[src/rtl/pipe_ctrl_pkg.sv]
// rtl/pipe_ctrl_pkg.sv - shared encodings for the pipeline stall/flush sequencer
//
// Purpose: FSM state encodings and PC-source select values used by
// pipe_hazard_ctrl and any block that decodes its debug/select outputs.
package pipe_ctrl_pkg;

  localparam int REG_ADDR_W = 5;

  typedef enum logic [1:0] {
    ST_RUN       = 2'd0,
    ST_DMEM_WAIT = 2'd1,
    ST_IMEM_WAIT = 2'd2,
    ST_REDIRECT  = 2'd3
  } state_e;

  localparam logic [1:0] PC_SEL_NPC  = 2'd0;
  localparam logic [1:0] PC_SEL_BR   = 2'd1;
  localparam logic [1:0] PC_SEL_TRAP = 2'd2;
  localparam logic [1:0] PC_SEL_EPC  = 2'd3;

endpackage

[src/rtl/hazard_detect.sv]
// rtl/hazard_detect.sv - combinational load-use hazard compare
//
// Purpose: flags an ID instruction that reads the destination of a load
// currently in EXE. x0 never creates a dependency.
// Ports:
//   valid_id_i  ID holds a valid instruction
//   rs1_id_i    ID source register 1
//   rs2_id_i    ID source register 2
//   load_exe_i  EXE holds a valid load
//   rd_exe_i    EXE destination register
//   load_use_o  dependent instruction must wait one cycle
module hazard_detect
  import pipe_ctrl_pkg::*;
(
  input  logic                  valid_id_i,
  input  logic [REG_ADDR_W-1:0] rs1_id_i,
  input  logic [REG_ADDR_W-1:0] rs2_id_i,
  input  logic                  load_exe_i,
  input  logic [REG_ADDR_W-1:0] rd_exe_i,
  output logic                  load_use_o
);

  logic rd_nonzero;
  logic rd_match;

  assign rd_nonzero = (rd_exe_i != '0);
  assign rd_match   = (rd_exe_i == rs1_id_i) || (rd_exe_i == rs2_id_i);
  assign load_use_o = valid_id_i && load_exe_i && rd_nonzero && rd_match;

endmodule

[src/rtl/pipe_hazard_ctrl.sv]
// rtl/pipe_hazard_ctrl.sv - stall/flush sequencer for the 5-stage pipeline
//
// Purpose: drives stall/flush of IF_ID, ID_EXE, EXE_MEM, MEM_WB, the PC hold
// and the PC-source select. Priority: WB trap/return, dmem wait, imem wait,
// EXE branch redirect, load-use. Counts cycles with stall_pc=1 (saturating).
// Optional feature macro: DMEM_TIMEOUT_EN (dmem wait bounded by MEM_TIMEOUT,
// dmem_fault pulses on expiry; otherwise dmem_fault=0 and the wait is unbounded).
// Ports:
//   clk, rst                      clock, synchronous active-high reset
//   valid_id, rs1_id, rs2_id      ID instruction and its sources
//   load_exe, rd_exe              load in EXE and its destination
//   imem_ready                    fetch data valid this cycle
//   dmem_req_mem, dmem_ready      MEM access outstanding / completing
//   br_redirect_exe               EXE branch redirect
//   except_happen_wb, ret_wb      WB trap / xRET
//   stall_*, flush_*              stage register controls (stall wins over flush)
//   pc_sel                        0 npc, 1 branch, 2 trap vector, 3 epc
//   state                         FSM state (debug)
//   stall_cycles                  saturating count of stall_pc cycles
//   dmem_fault                    one-cycle dmem timeout pulse
module pipe_hazard_ctrl
  import pipe_ctrl_pkg::*;
#(
  parameter int MEM_TIMEOUT = 255,
  parameter int CNT_W       = 32
) (
  input  logic                  clk,
  input  logic                  rst,
  input  logic                  valid_id,
  input  logic [REG_ADDR_W-1:0] rs1_id,
  input  logic [REG_ADDR_W-1:0] rs2_id,
  input  logic                  load_exe,
  input  logic [REG_ADDR_W-1:0] rd_exe,
  input  logic                  imem_ready,
  input  logic                  dmem_req_mem,
  input  logic                  dmem_ready,
  input  logic                  br_redirect_exe,
  input  logic                  except_happen_wb,
  input  logic                  ret_wb,
  output logic                  stall_pc,
  output logic                  stall_if_id,
  output logic                  stall_id_exe,
  output logic                  stall_exe_mem,
  output logic                  stall_mem_wb,
  output logic                  flush_if_id,
  output logic                  flush_id_exe,
  output logic                  flush_exe_mem,
  output logic                  flush_mem_wb,
  output logic [1:0]            pc_sel,
  output logic [1:0]            state,
  output logic [CNT_W-1:0]      stall_cycles,
  output logic                  dmem_fault
);

  localparam int WAIT_W = $clog2(MEM_TIMEOUT + 1);

  state_e            state_q, state_d;
  logic [WAIT_W-1:0] wait_cnt_q, wait_cnt_d;
  logic [CNT_W-1:0]  stall_cnt_q, stall_cnt_d;
  logic              load_use;

`ifdef DMEM_TIMEOUT_EN
  localparam logic [WAIT_W-1:0] TIMEOUT_VAL = WAIT_W'(MEM_TIMEOUT);
  logic fault_d;
`endif

  hazard_detect u_hazard_detect (
    .valid_id_i (valid_id),
    .rs1_id_i   (rs1_id),
    .rs2_id_i   (rs2_id),
    .load_exe_i (load_exe),
    .rd_exe_i   (rd_exe),
    .load_use_o (load_use)
  );

  always_comb begin
    stall_pc      = 1'b0;
    stall_if_id   = 1'b0;
    stall_id_exe  = 1'b0;
    stall_exe_mem = 1'b0;
    stall_mem_wb  = 1'b0;
    flush_if_id   = 1'b0;
    flush_id_exe  = 1'b0;
    flush_exe_mem = 1'b0;
    flush_mem_wb  = 1'b0;
    pc_sel        = PC_SEL_NPC;
    state_d       = ST_RUN;
    // Any cycle that is not a continuing dmem wait clears the wait counter.
    wait_cnt_d    = '0;
`ifdef DMEM_TIMEOUT_EN
    fault_d       = 1'b0;
`endif

    if (rst) begin
      flush_if_id   = 1'b1;
      flush_id_exe  = 1'b1;
      flush_exe_mem = 1'b1;
      flush_mem_wb  = 1'b1;
    end else if (except_happen_wb || ret_wb) begin
      flush_if_id   = 1'b1;
      flush_id_exe  = 1'b1;
      flush_exe_mem = 1'b1;
      flush_mem_wb  = 1'b1;
      pc_sel        = except_happen_wb ? PC_SEL_TRAP : PC_SEL_EPC;
      state_d       = ST_REDIRECT;
    end else if (state_q == ST_REDIRECT) begin
      // The fetch issued in the trap cycle came from the old PC.
      flush_if_id = 1'b1;
    end else if (dmem_req_mem && !dmem_ready) begin
`ifdef DMEM_TIMEOUT_EN
      if ((state_q == ST_DMEM_WAIT) && (wait_cnt_q == TIMEOUT_VAL)) begin
        // Let the instruction reach WB so the trap logic reports the fault.
        fault_d = 1'b1;
      end else
`endif
      begin
        stall_pc      = 1'b1;
        stall_if_id   = 1'b1;
        stall_id_exe  = 1'b1;
        stall_exe_mem = 1'b1;
        flush_mem_wb  = 1'b1;
        state_d       = ST_DMEM_WAIT;
        wait_cnt_d    = (wait_cnt_q == '1) ? wait_cnt_q : wait_cnt_q + WAIT_W'(1);
      end
    end else if (!imem_ready) begin
      flush_if_id = 1'b1;
      state_d     = ST_IMEM_WAIT;
      if (br_redirect_exe) begin
        // Redirect immediately; the ID instruction is wrong-path as well.
        pc_sel       = PC_SEL_BR;
        flush_id_exe = 1'b1;
      end else begin
        stall_pc = 1'b1;
        // Later stages advance, so a load-use consumer must still be held.
        if (load_use) begin
          stall_if_id  = 1'b1;
          flush_id_exe = 1'b1;
        end
      end
    end else if (br_redirect_exe) begin
      // The branch flush also removes any load-use consumer in ID.
      pc_sel       = PC_SEL_BR;
      flush_if_id  = 1'b1;
      flush_id_exe = 1'b1;
    end else if (load_use) begin
      stall_pc     = 1'b1;
      stall_if_id  = 1'b1;
      flush_id_exe = 1'b1;
    end
  end

  always_comb begin
    stall_cnt_d = stall_cnt_q;
    if (stall_pc && (stall_cnt_q != '1)) begin
      stall_cnt_d = stall_cnt_q + CNT_W'(1);
    end
  end

  always_ff @(posedge clk) begin
    if (rst) begin
      state_q     <= ST_RUN;
      wait_cnt_q  <= '0;
      stall_cnt_q <= '0;
    end else begin
      state_q     <= state_d;
      wait_cnt_q  <= wait_cnt_d;
      stall_cnt_q <= stall_cnt_d;
    end
  end

  assign state        = state_q;
  assign stall_cycles = stall_cnt_q;

`ifdef DMEM_TIMEOUT_EN
  assign dmem_fault = fault_d;
`else
  assign dmem_fault = 1'b0;
`endif

endmodule

[config.mk]
export PLATFORM = sky130hd
export DESIGN_NAME = pipe_hazard_ctrl
export DESIGN_NICKNAME = d
export VERILOG_FILES = /design/src/rtl/pipe_ctrl_pkg.sv /design/src/rtl/hazard_detect.sv /design/src/rtl/pipe_hazard_ctrl.sv
export SDC_FILE = /design/constraint.sdc
export NUM_CORES = 1
export LEC_CHECK = 0
export CAP_MARGIN = 10
export CORE_ASPECT_RATIO = 0.5
export CORE_MARGIN = 4
export CORE_UTILIZATION = 35
export DETAILED_ROUTE_END_ITERATION = 10
export GPL_TIMING_DRIVEN = 0
export HOLD_SLACK_MARGIN = 0.12
export PLACE_DENSITY = 0.74
export SLEW_MARGIN = 20
export SYNTH_ARGS = -nofsm -noshare
export SYNTH_HDL_FRONTEND = slang
export SYNTH_HIERARCHICAL = 1
export SYNTH_SLANG_ARGS = --single-unit
[constraint.sdc]
create_clock -name clk -period 6.78 [get_ports clk]
set_input_delay 2.034 -clock clk [delete_from_list [all_inputs] [get_ports clk]]
set_output_delay 2.034 -clock clk [all_outputs]
set_load 0.005 [all_outputs]
==> flow_metrics.env <==
export IMPL_synth_ff_type="dfxtp_1"
export IMPL_hold_viol_final=0
export IMPL_hold_path_class="flop to flop"
export IMPL_hpwl_um=4772
export IMPL_period_share_pct=96.24
export IMPL_hold_ws_ns=0.5026
export IMPL_rsz0062_at_grt="no"
export IMPL_synth_seq_cells=34
export IMPL_antenna_found_initial=0
export IMPL_clock_sinks=34
export IMPL_syn_cell_area_um2=2053
export IMPL_drc_errors=0
export IMPL_synthTopCellsByArea="dfxtp_1 33%, or4_1 6.9%, o31ai_1 6.6%, a21oi_1 6.3%, nand2_1 4.0%"
export IMPL_endpoint_kind="primary output"
export IMPL_cts_setup_buffers=0
export IMPL_antenna_left=0
export IMPL_preCtsSetupSlack_ns=0.1358
export IMPL_die_height_um=62.16
export IMPL_ios=71
export IMPL_worstPathRequired_ns=4.75
export IMPL_grt_max_degree=11
export IMPL_skew_ns=0.004991
export IMPL_fin_cells=401
export IMPL_cell_internal_pwr_uw=392.3
export IMPL_grt_busiest_layer="met2"
export IMPL_p_per_area_nw_per_um2=164.8
export IMPL_power_frac_comb_pct=9.2
export IMPL_finalMaxSlewViolations=0
export IMPL_synthArstFlopShare_pct=0
export IMPL_clk_pin_slew_ns=0.05
export IMPL_io_buffers=68
export IMPL_dp_cells=393
export IMPL_num_vias=2279
export IMPL_criticalPathCategory="input port to primary output"
export IMPL_setup_tns_ns=0
export IMPL_setup_slack_ns=0.2550
export IMPL_diodes=0
export IMPL_grt_pass1_vias=2169
export IMPL_synth_area_leader_cell="dfxtp_1"
export IMPL_clkLatencyLatePin_ns=0.28
export IMPL_fp_dieW_um=116.3
export IMPL_ys_types=48
export IMPL_final_layout_size_suffix_gt1_share_pct=8.232
export IMPL_synth_edf_count=0
export IMPL_path_max_fanout=7
export IMPL_use_met2_pct=29.34
export IMPL_drtIter0Drc=171
export IMPL_yosysWarnings=6
export IMPL_die_area_um2=7230
export IMPL_final_net_count=353
export IMPL_maxCapViolCount=0
export IMPL_max_freq_ghz=0.1533
export IMPL_cts_buffers=5
export IMPL_synthCells=251
export IMPL_timing_critical_path_from_type="input port"
export IMPL_total_power_uw=494.4
export IMPL_num_fill_cells=511
export IMPL_power_switching_uw=102.1
export IMPL_p_clk_share_pct=49.9
export IMPL_slew_headroom_pct=37.94
export IMPL_areaGrowthSynthToFinish_pct=46.07
export IMPL_routedWlPerCell_um=15.59
export IMPL_seqPwrFrac_pct=40.9
export IMPL_power_switching_share_pct=20.65
export IMPL_root_buffer="clkbuf_16"
export IMPL_ir_drop_v=0.0001101
export IMPL_worst_pin_slew_ns=0.9223
export IMPL_grt_use_met1_pct=22.33
export IMPL_first_pass_iters=4
export IMPL_h_tree_depth=2
export IMPL_leakagePower_uw=0.0009457
export IMPL_rows=19
export IMPL_grtUsageMet3_pct=4.268
export IMPL_grt_usage_pct=17.37
export IMPL_fin_crit_ns=6.525
export IMPL_crit_arrival_ns=4.49
export IMPL_gp_congestion=0.8817
export IMPL_start_util_pct=36.75
export IMPL_grt_pass1_wl_um=10520
export IMPL_synth_avg_cell_area_um2=8.180
export IMPL_coreArea_um2=5587
export IMPL_cts_tree="done"
export IMPL_grt_ovfl_total=0
export IMPL_synth_top_area_share_pct=33.15
export IMPL_clockBufferDepth=2
export IMPL_setup_violations=0
export IMPL_ys_seq_area_share_pct=33.15
export IMPL_vias_per_cell=5.683
export IMPL_outcome="finished clean"
export IMPL_drt_total_wl_um=6250
-- final timing paths --
kind                          from                to  slack [ns]  cells past startpoint
setup / recovery         rd_exe[2]          stall_pc        0.26                     10
hold / removal    stall_cycles[20]  stall_cycles[20]        0.50                      2
setup reg to reg  stall_cycles[17]  stall_cycles[10]        4.49                      5
hold reg to reg   stall_cycles[20]  stall_cycles[20]        0.50                      2
-- registers in the layout, summed over array words and instances (netlist names) --
name,count
stall_cycles,32
state,2
-- worst max-delay path, cell delays in order --
cell and delay [ns]:
clkdlybuf4s50_1 0.47, xor2_1 0.18, nor3_1 0.21, nand3_1 0.09, a21oi_1 0.27, nor2b_1 0.10
o21ai_2 0.27, nand2_1 0.21, inv_1 0.14, clkdlybuf4s50_1 0.51
-- metrics by stage --
stage,util (%),cell area (um^2)
floorplan,-,2057
global placement,50.64,2829
detailed placement,50.64,2829
CTS,53.62,2995
global route,53.68,2999
finish,53.68,2999
-- layout by cell type (no fill, tap or decap), types with 3 or more instances in the layout --
master,instances
clkdlybuf4s50_1,68
dfxtp_1,34
a21oi_1,26
nand2_1,22
or4_1,19
o31ai_1,18
nor2_1,13
nand3_1,13
nand4_1,10
clkbuf_1,6
inv_1,6
xor2_1,6
nor3_1,5
nor2b_1,5
o21ai_0,5
nor4_1,5
clkbuf_16,5
xnor2_1,4
and3_1,3
and2_1,3
buf_6,3
o41ai_1,3
o21ai_1,3
or3_1,3
buf_4,3
clkbuf_8,3
-- power groups by stage --
stage	Combinational (uW)	Sequential [uW]	Clock, uW
floorplan	16.8	207	0
global placement	43.4	207	0
detailed placement	44.8	207	0
CTS	45.1	202	249
global route	48.9	202	261
finish	45.3	202	247
-- Yosys cell counts, drive strengths merged (3+ instances only) --
library cell / number
a21oi: 27
and2: 3
and3: 3
buf: 7
clkbuf: 6
dfxtp: 34
inv: 7
nand2: 22
nand3: 15
nand4: 11
nor2: 13
nor2b: 5
nor3: 6
nor4: 6
o21ai: 9
o311ai: 3
o31ai: 18
o41ai: 3
or3: 4
or4: 19
xnor2: 4
xor2: 6
-- repair_timing --
item / in CTS / in global routing
setup endpoints to repair: 0 / 1
hold buffers: 0 / 0
resized for setup: 0 / 1
-- kinds of logic (layout without fill, tap and decap cells) --
group	Yosys count	in the layout	synth area share, %
multiplexers	4	4	2.255
flip-flops	34	34	33.15
XOR/XNOR	10	10	4.265
AND/OR/NAND/NOR	114	114	32.72
AO/OA/AOI/OAI	67	67	21.45
adder cells (fa/ha/maj)	1	1	0.6093
other	1	2	0.1826
buffers and inverters	20	96	5.362
-- metal layers --
metal | vias up | part of all wire, %
li1 | 1122 | -
met1 | 1080 | 43
met2 | 73 | 50
met3 | 4 | 5.8
met4 | 0 | 0.58
met5 | - | 0
-- final cells by class --
cell class / count / area, um^2 / share of cell area (%)
inverters: 7 / 26.28 / 0.8761
plain buffers: 13 / 83.83 / 2.795
flip-flops and latches: 34 / 680.7 / 22.70
repair buffers: 68 / 680.7 / 22.70
clock buffers: 8 / 166.4 / 5.549
multi-input cells: 198 / 1270 / 42.34
well taps: 73 / 91.34 / 3.045
(Power assumes the default switching activity.)
